**src/rtl/key_step_debounce_if.sv**
```systemverilog
// Key/switch conditioning bundle between pushbutton inputs and the adder FSM.
// Latency: none (wires only).
// Backpressure: none; step is a fire-and-forget pulse.
interface key_step_debounce_if #(
    parameter int SW_W = 8
);
    logic            key_n;
    logic [SW_W-1:0] sw_raw;
    logic            step;
    logic [SW_W-1:0] sw_snap;
    logic            pressed;
    logic [7:0]      press_count;

    modport master (
        output key_n,
        output sw_raw,
        input  step,
        input  sw_snap,
        input  pressed,
        input  press_count
    );

    modport slave (
        input  key_n,
        input  sw_raw,
        output step,
        output sw_snap,
        output pressed,
        output press_count
    );
endinterface

```
**src/rtl/key_step_debounce.sv**
```systemverilog
// Sync + debounce of the active-low step key; one step pulse per press with switch snapshot (auto-repeat under KEY_STEP_AUTO_REPEAT_EN).
// Latency: step rises DEBOUNCE_CYCLES+2 edges after key_n is first sampled low.
// Backpressure: none; consumer must take step/sw_snap on the pulse cycle.
module key_step_debounce #(
    parameter int SW_W            = 8,
    parameter int DEBOUNCE_CYCLES = 1000000,
    parameter int REPEAT_DELAY    = 25000000,
    parameter int REPEAT_PERIOD   = 10000000
) (
    input  logic                 CLOCK_50,
    input  logic                 Reset,
    key_step_debounce_if.slave   io
);

    localparam logic [1:0] S_IDLE         = 2'd0;
    localparam logic [1:0] S_PRESS_WAIT   = 2'd1;
    localparam logic [1:0] S_HELD         = 2'd2;
    localparam logic [1:0] S_RELEASE_WAIT = 2'd3;

    localparam logic [31:0] DB_LAST = 32'(DEBOUNCE_CYCLES - 1);

    // Period of 1 would make step high on consecutive cycles.
    if (DEBOUNCE_CYCLES < 2 || REPEAT_DELAY < 1 || REPEAT_PERIOD < 2) begin : g_bad_cfg
        $error("key_step_debounce: illegal timing parameters");
    end

    logic            key_m_q;
    logic            key_s_q;
    logic [SW_W-1:0] sw_m_q;
    logic [SW_W-1:0] sw_s_q;

    logic [1:0]      state_q;
    logic [1:0]      state_d;
    logic [31:0]     cnt_q;
    logic [31:0]     cnt_d;
    logic            fire_d;
    logic            step_q;
    logic [SW_W-1:0] sw_snap_q;
    logic [7:0]      count_q;

    always_ff @(posedge CLOCK_50) begin
        if (Reset) begin
            key_m_q <= 1'b1;
            key_s_q <= 1'b1;
            sw_m_q  <= '0;
            sw_s_q  <= '0;
        end else begin
            key_m_q <= io.key_n;
            key_s_q <= key_m_q;
            sw_m_q  <= io.sw_raw;
            sw_s_q  <= sw_m_q;
        end
    end

`ifdef KEY_STEP_AUTO_REPEAT_EN
    localparam logic [31:0] RPT_DLY_LAST = 32'(REPEAT_DELAY - 1);
    localparam logic [31:0] RPT_PER_LAST = 32'(REPEAT_PERIOD - 1);

    // Set once the first repeat has fired; selects period over initial delay.
    logic rep_q;
    logic rep_d;

    always_ff @(posedge CLOCK_50) begin
        if (Reset) begin
            rep_q <= 1'b0;
        end else begin
            rep_q <= rep_d;
        end
    end
`endif

    always_comb begin
        state_d = state_q;
        cnt_d   = cnt_q;
        fire_d  = 1'b0;
`ifdef KEY_STEP_AUTO_REPEAT_EN
        rep_d   = rep_q;
`endif
        case (state_q)
            S_IDLE: begin
                if (!key_s_q) begin
                    state_d = S_PRESS_WAIT;
                    cnt_d   = '0;
                end
            end
            S_PRESS_WAIT: begin
                if (key_s_q) begin
                    state_d = S_IDLE;
                    cnt_d   = '0;
                end else if (cnt_q == DB_LAST) begin
                    state_d = S_HELD;
                    cnt_d   = '0;
                    fire_d  = 1'b1;
`ifdef KEY_STEP_AUTO_REPEAT_EN
                    rep_d   = 1'b0;
`endif
                end else begin
                    cnt_d = cnt_q + 32'd1;
                end
            end
            S_HELD: begin
                if (key_s_q) begin
                    state_d = S_RELEASE_WAIT;
                    cnt_d   = '0;
                end else begin
`ifdef KEY_STEP_AUTO_REPEAT_EN
                    if (cnt_q == (rep_q ? RPT_PER_LAST : RPT_DLY_LAST)) begin
                        fire_d = 1'b1;
                        cnt_d  = '0;
                        rep_d  = 1'b1;
                    end else begin
                        cnt_d = cnt_q + 32'd1;
                    end
`else
                    cnt_d = '0;
`endif
                end
            end
            S_RELEASE_WAIT: begin
                if (!key_s_q) begin
                    state_d = S_HELD;
                    cnt_d   = '0;
`ifdef KEY_STEP_AUTO_REPEAT_EN
                    rep_d   = 1'b0;
`endif
                end else if (cnt_q == DB_LAST) begin
                    state_d = S_IDLE;
                    cnt_d   = '0;
                end else begin
                    cnt_d = cnt_q + 32'd1;
                end
            end
            default: begin
                state_d = S_IDLE;
                cnt_d   = '0;
            end
        endcase
    end

    always_ff @(posedge CLOCK_50) begin
        if (Reset) begin
            state_q   <= S_IDLE;
            cnt_q     <= '0;
            step_q    <= 1'b0;
            sw_snap_q <= '0;
            count_q   <= '0;
        end else begin
            state_q <= state_d;
            cnt_q   <= cnt_d;
            step_q  <= fire_d;
            if (fire_d) begin
                sw_snap_q <= sw_s_q;
                count_q   <= count_q + 8'd1;
            end
        end
    end

    assign io.step        = step_q;
    assign io.sw_snap     = sw_snap_q;
    assign io.pressed     = (state_q == S_HELD) || (state_q == S_RELEASE_WAIT);
    assign io.press_count = count_q;

endmodule

```
**src/flat_wrapper.sv**
```systemverilog
// flat-port wrapper written by rule: the top's interface ports become plain ports
module key_step_debounce_flat 
#(
    parameter int SW_W            = 8,
    parameter int DEBOUNCE_CYCLES = 1000000,
    parameter int REPEAT_DELAY    = 25000000,
    parameter int REPEAT_PERIOD   = 10000000
)
  (CLOCK_50, Reset, io_key_n, io_sw_raw, io_step, io_sw_snap, io_pressed, io_press_count);
  key_step_debounce_if #(.SW_W(SW_W)) io_i ();
  input  logic CLOCK_50;
  input  logic Reset;
  input wire logic [$bits(io_i.key_n)-1:0] io_key_n;
  input wire logic [$bits(io_i.sw_raw)-1:0] io_sw_raw;
  output wire logic [$bits(io_i.step)-1:0] io_step;
  output wire logic [$bits(io_i.sw_snap)-1:0] io_sw_snap;
  output wire logic [$bits(io_i.pressed)-1:0] io_pressed;
  output wire logic [$bits(io_i.press_count)-1:0] io_press_count;
  assign io_i.key_n = io_key_n;
  assign io_i.sw_raw = io_sw_raw;
  assign io_step = io_i.step;
  assign io_sw_snap = io_i.sw_snap;
  assign io_pressed = io_i.pressed;
  assign io_press_count = io_i.press_count;
  key_step_debounce #(.SW_W(SW_W), .DEBOUNCE_CYCLES(DEBOUNCE_CYCLES), .REPEAT_DELAY(REPEAT_DELAY), .REPEAT_PERIOD(REPEAT_PERIOD)) u_core (.CLOCK_50(CLOCK_50), .Reset(Reset), .io(io_i));
endmodule
```
**config.mk**
```make
export PLATFORM = sky130hd
export DESIGN_NAME = key_step_debounce_flat
export DESIGN_NICKNAME = d
export VERILOG_FILES = /design/src/rtl/key_step_debounce_if.sv /design/src/rtl/key_step_debounce.sv /design/src/flat_wrapper.sv
export SDC_FILE = /design/constraint.sdc
export NUM_CORES = 1
export LEC_CHECK = 0
export BUFFER_PORTS_ARGS = -buffer_cell sky130_fd_sc_hd__buf_2
export CAP_MARGIN = 0
export CORE_ASPECT_RATIO = 0.6
export CORE_MARGIN = 2
export CORE_UTILIZATION = 55
export DETAILED_ROUTE_END_ITERATION = 16
export MAX_ROUTING_LAYER = met4
export PLACE_DENSITY = 0.86
export SETUP_SLACK_MARGIN = 0.3
export SLEW_MARGIN = 20
export SYNTH_ARGS = -nofsm -noshare
export SYNTH_HDL_FRONTEND = slang
export SYNTH_SLANG_ARGS = --single-unit
```
**constraint.sdc**
```tcl
create_clock -name CLOCK_50 -period 5 [get_ports CLOCK_50]
set_clock_uncertainty 0.05 [all_clocks]
set_input_delay 0.5 -clock CLOCK_50 [delete_from_list [all_inputs] [get_ports CLOCK_50]]
set_output_delay 0.5 -clock CLOCK_50 [all_outputs]
set_load 0.01 [all_outputs]
```
==> results of run 1 <==
## worst max-delay path, cell delays in order, from the launching register on
cell,delay (ns)
dfxtp_1,0.38
ha_1,0.22
nand3_2,0.18
nor3_1,0.34
nand3_1,0.51
buf_4,0.43
and2_1,0.21
a221o_1,0.32
## report_power, final
part | switching, uW | internal (uW) | total, uW
combinational | 17.0 | 11.3 | 28.3
sequential | 1.94 | 556 | 558
clock | 213 | 296 | 509
## flip-flops by register name, indices dropped and copies added (netlist names), named ones only
signal	flops
u_core.state_q	1
u_core.key_m_q	1
u_core.cnt_q	32
u_core.sw_m_q	8
u_core.io.step	1
u_core.io.press_count	8
u_core.key_s_q	1
u_core.io.sw_snap	8
u_core.sw_s_q	8
## cell type report
class                      instances  area [um2]
timing repair buffer              30         155
multi-input combinational        246        1620
inverter                          13        48.8
sequential                        69        1380
clock buffer                      11         141
clock inverter                     5        82.6
fill                             471        2020
tap                               80         100
## worst max-delay path by stage
stage	cells past startpoint	slack [ns]	start	to
after CTS	7	2.26	u_core.cnt_q[1]	u_core.cnt_q[24]
after global placement	7	2.37	u_core.cnt_q[0]	u_core.cnt_q[24]
after floorplan	8	3.03	u_core.cnt_q[0]	u_core.cnt_q[27]
after detailed placement	7	2.26	u_core.cnt_q[1]	u_core.cnt_q[24]
final	7	2.24	u_core.cnt_q[1]	u_core.cnt_q[24]
after global routing	7	2.03	u_core.cnt_q[1]	u_core.cnt_q[24]
## cells by family after synthesis
kind of cell             after synthesis  share of synthesized area [%]
AO/OA/AOI/OAI                         72                           15.4
XOR/XNOR                               4                           1.11
adder cells (fa/ha/maj)                2                          0.794
buffers and inverters                 36                           5.12
flip-flops                            69                           43.8
multiplexers                          13                           4.17
AND/OR/NAND/NOR                      155                           29.6
## per-layer routing
layer  GRT usage, %  vias up
li1               -     1338
met1           34.6     1300
met2           32.3      122
met3           6.60       14
met4           7.94        0
met5              -        -
## cell usage in the layout (no fill, tap or decap), types with 5 or more instances in the layout
cell type,n
a21oi_1,9
o31ai_1,7
buf_2,28
nand4_1,13
nor2b_1,17
nor3_1,6
dfxtp_1,69
inv_1,13
nand2_1,21
mux2i_1,12
clkbuf_8,10
nor2_1,29
and4_1,7
nand3_1,22
o21ai_0,5
a31oi_1,29
## through the flow
step / total power (uW) / hold WS [ns] / utilization (%) / worst slack (ns) / instance area [um2]
after global placement: 598 / 0.346 / 59.5 / 2.37 / 3300
after global routing: 1120 / 0.277 / 63.6 / 2.03 / 3520
after floorplan: 592 / 0.339 / - / 3.03 / 3150
after CTS: 1100 / 0.269 / 63.5 / 2.26 / 3520
final: 1100 / 0.280 / 63.6 / 2.24 / 3520
after detailed placement: 599 / 0.351 / 59.5 / 2.26 / 3300
==> results by group, run 1 <==
Min path
  – Hold Path Origin: io_key_n
  – HP Class: input port to flop
  – Hold EP: u_core.key_m_q
  – Hold depth: 2

Timing
  – Setup violations, final: 0
  – Fin. Hold Viols: 0
  – Slew @ Worst Pin: 1.15 ns
  – FMAX: 363 MHz
  – Final period utilization: 55.1%
  – Worst slew margin: 22.6%
  – Slew Limit Fails: 0
  – Fin crit period: 2.76 ns
  – RSZ-0062 raised after global routing: false
  – Setup TNS Final: 0 ns

Floorplanning
  – Ports: 29
  – Core Rows: 21
  – Die height: 62.7 um
  – Core box area: 5540 um2
  – Starting Density: 56.9%
  – Die Width: 102 um
  – Die area: 6370 um2

Synthesis
  – Synth Flop Type: dfxtp_1
  – Top-count cell post-synth: dfxtp_1
  – Post-synthesis register bit count: 69
  – Syn Inst Count: 351
  – Area leader, netlist: dfxtp_1
  – Mapped cell area: 3150 um2
  – Asr flop ratio synth: 0%
  – Register area share after synthesis: 43.8%
  – Synth Net Count: 364
  – Synth cell count leaders: 69 x dfxtp_1, 30 x nor2_1, 29 x a31oi_1, 22 x nand3_1, 21 x nand2_1
  – Warnings, synthesis: 0
  – Synth area leaders: dfxtp_1 44%, a31oi_1 5.8%, mux2i_1 3.8%, nor2_1 3.6%, nor2b_1 3.6%
  – Synth top area share: 43.8%
  – Syn_area_per_cell: 8.98 um2
  – Synth cell types: 55
  – Post-synth EDFFs: 0

Status
  – Status: completed

Placement
  – Post-DP HPWL: 4630 um
  – Placed cells: 438
  – IO Port Bufs: 28
  – GP Congestion: 0.926

Layout
  – Final net count: 382
  – Layout cell share with drive strength beyond 1: 17.1%
  – Cell Count, Final, Fillers Out: 454
  – # diodes: 0
  – Layout area overhead: 11.8%

GRT
  – Pin count of the biggest net entering global routing: 49
  – Initial antenna violation count: 0
  – GR Util All Layers: 24.0%
  – First-pass GRT wire length: 11700 um
  – Number of global-route vias before repair: 2383
  – GRT overflow: 0

Clock tree
  – CTS tree: yes
  – Post-cts sizing count: 0
  – # H-tree levels: 3
  – Worst-Skew Late Latency: 0.35 ns
  – Setup Buffers After CTS: 0
  – Clock-pin slew on the worst setup and hold paths: 0.07 ns
  – CTS Buf Count: 9
  – Clk sinks: 69
  – Root buffer cell: clkbuf_8
  – Hold-fix buffers, CTS: 0
  – Longest Clk Path Bufs: 2

Routing
  – WL/cell: 15.3 um
  – Detailed Route Iter0 Violations: 275
  – Post-route ant nets: 0
  – Final wirelength: 6960 um
  – Max layer used: met4
  – Met3 Routed Length: 597 um
  – Met2 WL: 2960 um
  – Via count: 2774
  – Met1 Wirelength: 3310 um
  – Pre-Repair DR Iteration Count: 5
  – Vias per cell: 6.11
  – DRC: 0

Power and ir drop
  – Maximum vdd drop: 0.000182 V
  – Power per Cell Area: 311 nW/um2
  – Leak: 0.00131 uW

Setup path
  – Worst setup EP type: flop
  – Reg-to-reg critical path endpoint: u_core.cnt_q[24]
  – Startpoint types: flop
  – Reg-to-reg slack, setup: 2.24 ns
  – Crit path kind: flop to flop
  – Worst endpoint required time: 5.19 ns
  – R2R depth: 7
  – CP Max Fanout: 31
  – CP arrival: 2.95 ns
  – Reg2reg start: u_core.cnt_q[1]

Job
  – Max Cap Violations: 0
No activity file was read; power rests on OpenSTA's default activity.
==> run 2: changes to the inputs <==
--- a/config.mk
+++ b/config.mk
@@ -9,7 +9,7 @@
 export CAP_MARGIN = 0
 export CORE_ASPECT_RATIO = 0.6
 export CORE_MARGIN = 2
-export CORE_UTILIZATION = 55
+export CORE_UTILIZATION = 53
 export DETAILED_ROUTE_END_ITERATION = 16
 export MAX_ROUTING_LAYER = met4
 export PLACE_DENSITY = 0.86
==> constraint.sdc (replaced) <==
create_clock -name CLOCK_50 -period 2.36 [get_ports CLOCK_50]
set_clock_uncertainty 0.05 [all_clocks]
set_input_delay 0.236 -clock CLOCK_50 [delete_from_list [all_inputs] [get_ports CLOCK_50]]
set_output_delay 0.236 -clock CLOCK_50 [all_outputs]
set_load 0.01 [all_outputs]
==> run 2 against run 1 <==
  * Final cell count rose by 4.8%
  * Routed wire length rose by 20%
  * Via count rose by 7.2%
  * Setup slack got worse by 1.9 ns
  * Clock power rose by 90%
  * Critical path type unchanged
  * Critical endpoint unchanged
  * Largest cell class unchanged
  * Highest routed layer unchanged
==> results by group, run 2 (same netlist as run 1, synthesis figures left out) <==
Power and ir drop
  – Leak: 0.00145 uW
  – Maximum vdd drop: 0.000312 V
  – Power per Cell Area: 579 nW/um2

Timing
  – Final period utilization: 87.0%
  – RSZ-0062 raised after global routing: true
  – Slew Limit Fails: 0
  – Setup TNS Final: 0 ns
  – WHS: 0.0294 ns
  – Fin crit period: 2.05 ns
  – Setup violations, final: 0
  – FMAX: 487 MHz
  – Fin. Hold Viols: 0
  – Worst slew margin: 64.8%
  – Slew @ Worst Pin: 0.529 ns

Clock tree
  – Longest Clk Path Bufs: 2
  – Root buffer cell: clkbuf_8
  – CTS tree: yes
  – Worst-Skew Late Latency: 0.36 ns
  – # H-tree levels: 3
  – Clock-pin slew on the worst setup and hold paths: 0.07 ns
  – Clk sinks: 69
  – CTS Buf Count: 9

Setup path
  – Crit-path max cell delay: 0.37 ns
  – Worst Path Buf+Inv: 1
  – CP Max Fanout: 16
  – Largest delay share family, worst path: simple AND/OR/NAND/NOR gates
  – CP cell instances: nor4_4, and4_4, nand3_4, buf_12, and2_1, a221o_1
  – CP arrival: 2.26 ns
  – Startpoint types: flop
  – Worst endpoint required time: 2.56 ns
  – CP max-delay cell: dfxtp_2
  – Crit path kind: flop to flop
  – Worst setup EP type: flop

Routing
  – Vias per cell: 6.25
  – Post-route ant nets: 0
  – DRC: 0
  – Final wirelength: 8320 um
  – Pre-Repair DR Iteration Count: 6
  – WL/cell: 17.5 um
  – Detailed Route Iter0 Violations: 267
  – Via count: 2974

Layout
  – Most frequent cells in the layout: 61 x dfxtp_1, 29 x a31oi_1, 28 x nor2_1, 28 x buf_2, 21 x nand3_1
  – Final net count: 404
  – # diodes: 0
  – Max reg flops: 32
  – Layout cell share with drive strength beyond 1: 26.5%
  – FF+latch area: 1390 um2
  – Area of the multi-input gates: 1730 um2
  – Fillcell total: 406
  – Reg with most FFs: u_core.cnt_q
  – Most common cell after layout, fill and taps aside: dfxtp_1
  – Layout area overhead: 21.7%

Min path
  – HP Class: input port to flop

Floorplanning
  – Core Rows: 21
  – Die height: 63.7 um
  – Core box area: 5650 um2
  – Starting Density: 55.8%
  – Ports: 29
  – Die Width: 104 um
  – Die area: 6600 um2

Placement
  – IO Port Bufs: 28
  – Post-DP HPWL: 5050 um
  – GP Congestion: 0.950

GRT
  – GR Util All Layers: 25.1%
  – Initial antenna violation count: 0
  – GRT overflow: 0
  – First-pass GRT wire length: 12600 um
  – Pin count of the biggest net entering global routing: 32
  – Number of global-route vias before repair: 2626

Job
  – Max Cap Violations: 0

Status
  – Status: completed
[run 2: repair_timing]
item / in CTS / in global routing
hold buffers: 1 / 0
gates resized for setup: 7 / 25
endpoints found under the setup margin: 18 / 24
buffers inserted: 5 / 2
cloned: 0 / 1
pin swaps: 1 / 10
endpoints found under the hold margin: 1 / 0
[run 2: per-stage QoR]
| stage | instance area, um2 | cells | total power (uW) | setup WS, ns | utilization [%] |
|---|---|---|---|---|---|
| after floorplan | 3150 | 351 | 1250 | 0.395 | - |
| after global placement | 3410 | 451 | 1270 | 0.197 | 60.3 |
| after detailed placement | 3410 | 451 | 1280 | 0.0957 | 60.3 |
| after CTS | 3690 | 473 | 2230 | 0.278 | 65.4 |
| after global routing | 3840 | 476 | 2300 | 0.257 | 67.9 |
| final | 3840 | 476 | 2220 | 0.308 | 67.9 |
[run 2: cell type report]
type | instances | area share, %
Inverter | 13 | 1.27
Sequential cell | 69 | 36.3
Multi-Input combinational cell | 246 | 45.2
Clock buffer | 9 | 3.23
Tap cell | 80 | 2.61
Timing Repair Buffer | 52 | 9.49
Clock inverter | 7 | 1.96
[run 2: worst reg2reg max path, stage by stage, from the launching register on]
cell and delay (ns):
dfxtp_2 0.37, nor4_4 0.35, and4_4 0.31, nand3_4 0.13
buf_12 0.20, and2_1 0.20, a221o_1 0.33
[run 2: where the power goes]
part / internal (uW) / total, uW / leakage, uW / switching, uW
logic: 30.1 / 71.3 / 0.000797 / 41.1
registers: 1180 / 1180 / 0.000564 / 4.52
clock network: 490 / 967 / 0.0000918 / 477
total: 1700 / 2220 / 0.00145 / 522
[run 2: path summary, 6_finish.rpt]
path | startpoint | endpoint | slack [ns] | depth (start not counted)
min reg2reg | u_core.sw_m_q[1] | u_core.sw_s_q[1] | 0.39 | 1
min | io_sw_raw[7] | u_core.sw_m_q[7] | 0.03 | 2
max reg2reg | u_core.cnt_q[27] | u_core.cnt_q[24] | 0.31 | 6
max | u_core.cnt_q[27] | u_core.cnt_q[24] | 0.31 | 6
[run 2: metal layers]
| metal | GRT usage, % | up-vias | wire length [um] | part of all wire (%) |
|---|---|---|---|---|
| met4 | 6.93 | 0 | 177 | 2.1 |
| li1 | - | 1393 | - | - |
| met3 | 10.4 | 29 | 849 | 10 |
| met1 | 31.0 | 1396 | 3480 | 42 |
| met2 | 38.5 | 156 | 3820 | 46 |
| met5 | - | - | 0 | 0 |
==> run 3: changes to the inputs <==
--- a/config.mk
+++ b/config.mk
@@ -6,13 +6,13 @@
 export NUM_CORES = 1
 export LEC_CHECK = 0
 export BUFFER_PORTS_ARGS = -buffer_cell sky130_fd_sc_hd__buf_2
-export CAP_MARGIN = 0
+export CAP_MARGIN = 10
 export CORE_ASPECT_RATIO = 0.6
 export CORE_MARGIN = 2
 export CORE_UTILIZATION = 53
 export DETAILED_ROUTE_END_ITERATION = 16
 export MAX_ROUTING_LAYER = met4
-export PLACE_DENSITY = 0.86
+export PLACE_DENSITY = 0.75
 export SETUP_SLACK_MARGIN = 0.3
 export SLEW_MARGIN = 20
 export SYNTH_ARGS = -nofsm -noshare
==> run 3 against run 2 <==
  * Global-route usage is 1.9 points lower
  * Hold slack got worse by 0.0040 ns
  * Die area did not move
  * Clock power is 11% lower
  * Maximum frequency increased by 2.3%
  * Final cell count fell by 0.21%
  * Register-to-register slack improved by 0.05 ns
  * First-iteration DRC count shrank 37%
  * Largest cell class unchanged
  * Highest routed layer unchanged
==> results by group, run 3 (same netlist as run 1, synthesis figures left out) <==
Status
  – Status: completed

Timing
  – Setup violations, final: 0
  – Fin. Hold Viols: 0
  – Final period utilization: 85.0%
  – Fin crit period: 2.01 ns
  – RSZ-0062 raised after global routing: true
  – Setup TNS Final: 0 ns
  – WHS: 0.0254 ns
  – FMAX: 499 MHz
  – Slew Limit Fails: 0
  – Worst slew margin: 59.4%
  – Slew @ Worst Pin: 0.609 ns

Floorplanning
  – Ports: 29
  – Die height: 63.7 um
  – Die Width: 104 um
  – Die area: 6600 um2
  – Core Rows: 21
  – Starting Density: 55.8%
  – Core box area: 5650 um2

Layout
  – FF+latch area: 1400 um2
  – Final net count: 403
  – Layout area overhead: 18.8%
  – Most frequent cells in the layout: 61 x dfxtp_1, 29 x a31oi_1, 29 x buf_2
  – Cell Count, Final, Fillers Out: 475
  – # diodes: 0
  – Layout cell share with drive strength beyond 1: 25.6%
  – Core Util, Final: 66.3%
  – Max reg flops: 32
  – Most common cell after layout, fill and taps aside: dfxtp_1
  – Reg with most FFs: u_core.cnt_q
  – Fillcell total: 470
  – Area of the multi-input gates: 1710 um2

Setup path
  – Reg-to-reg critical path endpoint: u_core.io.press_count[7]
  – CP arrival: 2.24 ns
  – Reg-to-reg slack, setup: 0.35 ns
  – Worst endpoint required time: 2.59 ns
  – CP Max Fanout: 5
  – Reg2reg start: u_core.cnt_q[31]
  – R2R depth: 6
  – Worst setup EP type: flop
  – Crit path kind: flop to flop
  – Critical path origin: u_core.cnt_q[31]
  – CP Capture Point: u_core.io.press_count[7]
  – Startpoint types: flop

Job
  – Max Cap Violations: 0

Routing
  – WL/cell: 15.5 um
  – Met3 Routed Length: 544 um
  – Final wirelength: 7370 um
  – Max layer used: met4
  – Pre-Repair DR Iteration Count: 4
  – DRC: 0
  – Vias per cell: 5.89
  – Met1 Wirelength: 3590 um
  – Via count: 2796
  – Detailed Route Iter0 Violations: 167
  – Post-route ant nets: 0
  – Met2 WL: 3190 um

Clock tree
  – # H-tree levels: 3
  – Clk sinks: 69
  – Worst-Skew Late Latency: 0.34 ns
  – CTS tree: yes
  – Clock-pin slew on the worst setup and hold paths: 0.08 ns
  – CTS Buf Count: 9
  – Longest Clk Path Bufs: 2
  – Root buffer cell: clkbuf_8

GRT
  – Initial antenna violation count: 0
  – GRT overflow: 0
  – Number of global-route vias before repair: 2413
  – First-pass GRT wire length: 12000 um
  – Pin count of the biggest net entering global routing: 43
  – GR Util All Layers: 23.2%

Placement
  – Post-DP HPWL: 4980 um
  – IO Port Bufs: 28
  – Placed cells: 452
  – GP Congestion: 0.900

Power and ir drop
  – Maximum vdd drop: 0.000289 V
  – Power per Cell Area: 563 nW/um2
  – Leak: 0.00141 uW

Min path
  – HP Class: input port to flop
-- run 3: worst min path at each step --
stage	from	endpoint	slack [ns]	depth (start not counted)
after global routing	io_key_n	u_core.key_m_q	0.004	2
after detailed placement	u_core.sw_m_q[5]	u_core.sw_s_q[5]	0.37	1
final	io_key_n	u_core.key_m_q	0.03	2
after CTS	io_key_n	u_core.key_m_q	0.01	2
after floorplan	io_key_n	u_core.key_m_q	0.29	1
after global placement	u_core.sw_m_q[3]	u_core.sw_s_q[3]	0.37	1
-- run 3: power by group --
| part | internal [uW] | switching (uW) |
|---|---|---|
| clock | 388 | 470 |
| sequential | 1180 | 4.54 |
| combinational | 29.0 | 39.8 |
-- run 3: final cells by class --
class | count | area share, %
clock inverters | 6 | 1.27
clock buffers | 10 | 3.41
well taps | 80 | 2.67
repair buffers | 51 | 8.48
flip-flops and latches | 69 | 37.3
multi-input cells | 246 | 45.6
inverters | 13 | 1.30
-- run 3: per-stage QoR --
step / cell area (um2) / setup WS [ns] / total power [uW]
final: 3750 / 0.354 / 2110
after global routing: 3750 / 0.290 / 2190
after CTS: 3590 / 0.284 / 2120
after detailed placement: 3400 / 0.218 / 1280
after global placement: 3400 / 0.283 / 1270
after floorplan: 3150 / 0.395 / 1250
-- run 3: worst max-delay path, stage by stage, from the launching register on --
cell and delay, ns:
dfxtp_1 0.35, nor4_4 0.35, nand4_1 0.16, nand4bb_4 0.26
buf_6 0.14, or4_4 0.50, a21oi_2 0.14
-- run 3: timing repair --
action                                 4_1_cts  5_1_grt
buffers inserted                             0        6
resized for setup                            3       25
setup endpoints to repair                   26       32
cloned                                       0        1
endpoints found under the hold margin        0        0
pin swaps                                    1        9
hold buffers                                 0        0
-- run 3: per-layer routing --
layer | up-vias | global-route usage, %
li1 | 1392 | -
met1 | 1308 | 33.2
met2 | 91 | 32.3
met3 | 5 | 6.73
met4 | 0 | 5.57
met5 | - | -
